==> src/rtl/shift_right_seq.sv <==
// Sequential 16-bit right shifter: one bit per clock, logical or arithmetic.
// The operand, shift amount and fill mode are captured on an accepted start.
// The register shifts once per cycle while the counter is nonzero, then a
// one-cycle done pulse follows. busy and done are decoded from the state only.
module shift_right_seq (
  input  logic        clk,
  input  logic        reset,
  input  logic        start,
  input  logic        arith,
  input  logic [15:0] data_in,
  input  logic [3:0]  shamt,
  output logic [15:0] data_out,
  output logic        busy,
  output logic        done
);

  typedef enum logic [1:0] {
    IDLE  = 2'd0,
    SHIFT = 2'd1,
    DONE  = 2'd2
  } state_t;

  state_t      state_q, state_d;
  logic [15:0] sr_q, sr_d;
  logic [3:0]  cnt_q, cnt_d;
  logic        arith_q, arith_d;

  // Next state and datapath. Everything holds unless a transition says otherwise.
  always_comb begin
    state_d = state_q;
    sr_d    = sr_q;
    cnt_d   = cnt_q;
    arith_d = arith_q;
    unique case (state_q)
      IDLE: begin
        if (start) begin
          sr_d    = data_in;
          cnt_d   = shamt;
          arith_d = arith;
          state_d = SHIFT;
        end
      end
      SHIFT: begin
        if (cnt_q != 4'd0) begin
          // The fill bit is the old MSB in arithmetic mode, and zero otherwise.
          sr_d  = {arith_q & sr_q[15], sr_q[15:1]};
          cnt_d = cnt_q - 4'd1;
        end else begin
          state_d = DONE;
        end
      end
      DONE:    state_d = IDLE;
      default: state_d = IDLE;
    endcase
  end

  // State and datapath registers. Synchronous reset wins over any operation.
  always_ff @(posedge clk) begin
    if (reset) begin
      state_q <= IDLE;
      sr_q    <= 16'h0000;
      cnt_q   <= 4'd0;
      arith_q <= 1'b0;
    end else begin
      state_q <= state_d;
      sr_q    <= sr_d;
      cnt_q   <= cnt_d;
      arith_q <= arith_d;
    end
  end

  assign data_out = sr_q;
  assign busy     = (state_q == SHIFT);
  assign done     = (state_q == DONE);

endmodule

==> config.mk <==
export PLATFORM = sky130hd
export DESIGN_NAME = shift_right_seq
export DESIGN_NICKNAME = d
export VERILOG_FILES = /design/src/rtl/shift_right_seq.sv
export SDC_FILE = /design/constraint.sdc
export NUM_CORES = 1
export LEC_CHECK = 0
export CORE_MARGIN = 8
export CORE_UTILIZATION = 45
export DETAILED_ROUTE_END_ITERATION = 12
export DONT_BUFFER_PORTS = 1
export MAX_ROUTING_LAYER = met4
export PLACE_DENSITY = 0.63
export REMOVE_ABC_BUFFERS = 1
export SLEW_MARGIN = 20
export SYNTH_ARGS = -nofsm -noshare
export SYNTH_HDL_FRONTEND = slang
export SYNTH_SLANG_ARGS = --single-unit
==> constraint.sdc <==
create_clock -name clk -period 1.95 [get_ports clk]
set_input_delay 0.39 -clock clk [delete_from_list [all_inputs] [get_ports clk]]
set_output_delay 0.39 -clock clk [all_outputs]
set_load 0.1 [all_outputs]
==> impl_metrics.csv, run 1 <==
group,metric,value,unit
global_routing,gr-total-overflow,0,
synth,yosysWarnings,0,
synth,synth_cell_types,29,
routing,initialDrtViolationCount,41,
synth,synthAdderAreaFrac,1.08,%
sta,setup_violations,0,
sta,worst_slew_pin_slew,0.336,ns
cts,cts_root_buf,"clkbuf_4",
synth,yosys.area_share.simple,28.2,%
routing,route.detailed.drc,0,
placement,gp_congestion,0.808,
power_and_ir_drop,peakVddDrop,1090,uV
global_routing,grt_max_degree,36,
cts,cts_tree,"yes",
critical_path,arrival,1.41,ns
critical_path,reg2reg_from,"cnt_q[0]$_SDFFE_PP0P_",
cts,ctsResizeCount,0,
floorplan,dieArea,4440,um2
power_and_ir_drop,power.switching,966,uW
synth,netlist_instances,134,
synth,seq_area_frac_synth,39.9,%
cts,ctsHoldBuffers,0,
global_routing,grt_pass1_vias,867,
critical_path,critPathMaxStageDelay,0.39,ns
global_routing,grt_pass1_wl,4150,um
cts,path_clk_slew,0.13,ns
power_and_ir_drop,power.internal,898,uW
placement,port_buffers,0,
run,maxCapViolations,0,
synth,ys.flop_type,"dfxtp_1",
sta,hold_ws,0.120,ns
synth,synth_area_per_cell,8.61,um2
critical_path,cpMaxStageDelayCell,"dfxtp_1",
cts,cts_made_buffers,3,
finish,final_cell_mix,"32 x nand2_1, 23 x dfxtp_1, 22 x nor2_1",
routing,first_pass_iters,4,
min_path,min_path_cells,1,
synth,synth_compound_area_share,23.3,%
finish,drive_gt1_share,25.7,%
cts,clkLatencyLatePin,0.31,ns
critical_path,crit_required,1.56,ns
sta,drv_slew,0,
routing,drt.antenna.violating_nets,0,
cts,postCtsSetupBuffers,0,
power_and_ir_drop,leakagePower,0.524,nW
global_routing,antenna_found_initial,0,
cts,clk_path_buf_depth,2,
cts,cts.sink_count,23,
synth,synth-edff-count,0,
finish,antenna_cells,0,
sta,clock_skew,0.00873,ns
critical_path,r2r_slack,0.23,ns
placement,place_hpwl,1930,um
finish,synthToLayoutAreaGrowth,15.3,%
routing,vias,965,
critical_path,worstSetupPathType,"flip-flop to output pin",
sta,timing.final.crit_period,1.80,ns
synth,synth_area,1150,um2
sta,finalHoldViolCount,0,
power_and_ir_drop,power_density,1400,nW/um2
status,status,"complete, no violations",
synth,synth_mux_area_share,0.868,%
sta,min_period_over_period,92.1,%
power_and_ir_drop,combPwrFrac,55.5,%
critical_path,crit_chain,"nand2b_1, inv_2, buf_12",
routing,wire_per_inst,15.3,um
sta,fmax,557,MHz
synth,ys_ff_latch,23,
synth,synth_top_family_by_area,"simple AND/OR/NAND/NOR gates",
critical_path,r2r_cells,6,
floorplan,ioPinCount,42,
floorplan,die_h,66.6,um
routing,wirelength,2720,um
cts,htreeDepth,1,
min_path,min_from,"reset",
finish,layout_commonest_cell,"nand2_1",
critical_path,cp_max_fo,18,
sta,rsz0062_at_grt,"no",
power_and_ir_drop,total_power,1.86,mW
critical_path,endpoint_kind,"output pin",
floorplan,die_x,66.6,um
floorplan,core,2450,um2
sta,slew_headroom,77.6,%
finish,layout.nets,174,
global_routing,grt_usage,12.4,%
critical_path,critPathLaunchType,"flip-flop",
synth,synth_xor_xnor_area_share,0,%
synth,synthArstFlopShare,0,%
critical_path,r2r-end,"cnt_q[3]$_SDFFE_PP0P_",
floorplan,rows,18,
floorplan,start_util,47.0,%
routing,viasPerCell,5.42,
power_and_ir_drop,p_seq_share,32.5,%
power_and_ir_drop,swShare,51.8,%
power_and_ir_drop,pwr-share-clk,12.0,%
min_path,min_path_type,"input port to flip-flop",
min_path,hold-path-endpoint,"data_out[1]$_SDFFE_PP0P_",
[registers in the layout, summed over array words and instances, names as in the netlist]
register / flops
arith_q: 1
data_out: 16
cnt_q: 4
state_q: 2
[critical path, delay by kind of cell, from the launching register on]
kind                   cells  cell delay [ns]
buffers and inverters      2             0.50
DFF                        1             0.39
and+or+nand+nor            1             0.19
[power by group through the flow]
stage | logic [mW] | clock network (mW) | registers (mW)
CTS | 1.05 | 0.235 | 0.605
global route | 1.09 | 0.248 | 0.616
floorplan | 0.351 | 0 | 1.09
global placement | 1.03 | 0 | 0.613
finish | 1.04 | 0.224 | 0.605
detailed placement | 1.05 | 0 | 0.615
[metrics by stage]
stage	area (um2)	setup TNS [ns]	worst slack (ns)	cells	utilization [%]
2_1_floorplan	1090	-1.80	-0.203	124	-
3_3_place_gp	1300	0	0.352	174	53.1
3_5_place_dp	1300	0	0.282	174	53.1
4_1_cts	1330	0	0.143	178	54.2
5_1_grt	1330	0	0.0628	178	54.2
6_report	1330	0	0.154	178	54.2
[per-layer routing]
metal | wire, um | part of all wire [%] | track usage, % | up-vias
met3 | 187 | 6.9 | 5.20 | 2
met2 | 1310 | 48 | 19.1 | 29
met1 | 1200 | 44 | 14.0 | 443
met4 | 17 | 0.63 | 4.00 | 0
li1 | - | - | - | 491
met5 | 0 | 0 | - | -
[logic make-up after synthesis]
kind of cell | after synthesis
simple gates | 69
compound gates | 27
flops | 23
buf+inv | 13
mux | 1
fa+ha+maj | 1
[cells in the mapped netlist, drive strengths merged (2+ instances only)]
master	number	area share (%)
nand2b	4	2.2
a311oi	15	17
dfxtp	23	40
o21ai	3	1.3
buf	9	5.3
nor3	2	1.8
a21oi	6	2.6
nand2	32	10
nor3b	2	1.3
inv	3	0.98
nor2	22	7.2
and2	2	1.1
[cell type report]
| cell class | instances | area (um2) |
|---|---|---|
| clock buffer | 4 | 26.3 |
| fill | 241 | 1120 |
| inverter | 3 | 11.3 |
| multi-input combinational | 98 | 619 |
| sequential | 23 | 460 |
| tap | 30 | 37.5 |
| timing repair buffer | 20 | 175 |
[how the worst max path moves through the flow]
stage,startpoint,end
floorplan,state_q[1]$_SDFFE_PP0P_,done
global placement,cnt_q[0]$_SDFFE_PP0P_,data_out[6]$_SDFFE_PP0P_
detailed placement,cnt_q[0]$_SDFFE_PP0P_,cnt_q[3]$_SDFFE_PP0P_
CTS,state_q[1]$_SDFFE_PP0P_,busy
global route,state_q[1]$_SDFFE_PP0P_,busy
finish,state_q[1]$_SDFFE_PP0P_,busy
(Power assumes the default switching activity.)
==> run 2: changes to the inputs <==
--- a/config.mk
+++ b/config.mk
@@ -7,12 +7,12 @@
 export LEC_CHECK = 0
 export CORE_MARGIN = 8
 export CORE_UTILIZATION = 45
+export CTS_CLUSTER_SIZE = 40
 export DETAILED_ROUTE_END_ITERATION = 12
 export DONT_BUFFER_PORTS = 1
 export MAX_ROUTING_LAYER = met4
 export PLACE_DENSITY = 0.63
 export REMOVE_ABC_BUFFERS = 1
-export SLEW_MARGIN = 20
 export SYNTH_ARGS = -nofsm -noshare
 export SYNTH_HDL_FRONTEND = slang
 export SYNTH_SLANG_ARGS = --single-unit
==> results of run 2 <==
Same layout as run 1: the final DEF is identical, and so are final timing and power.
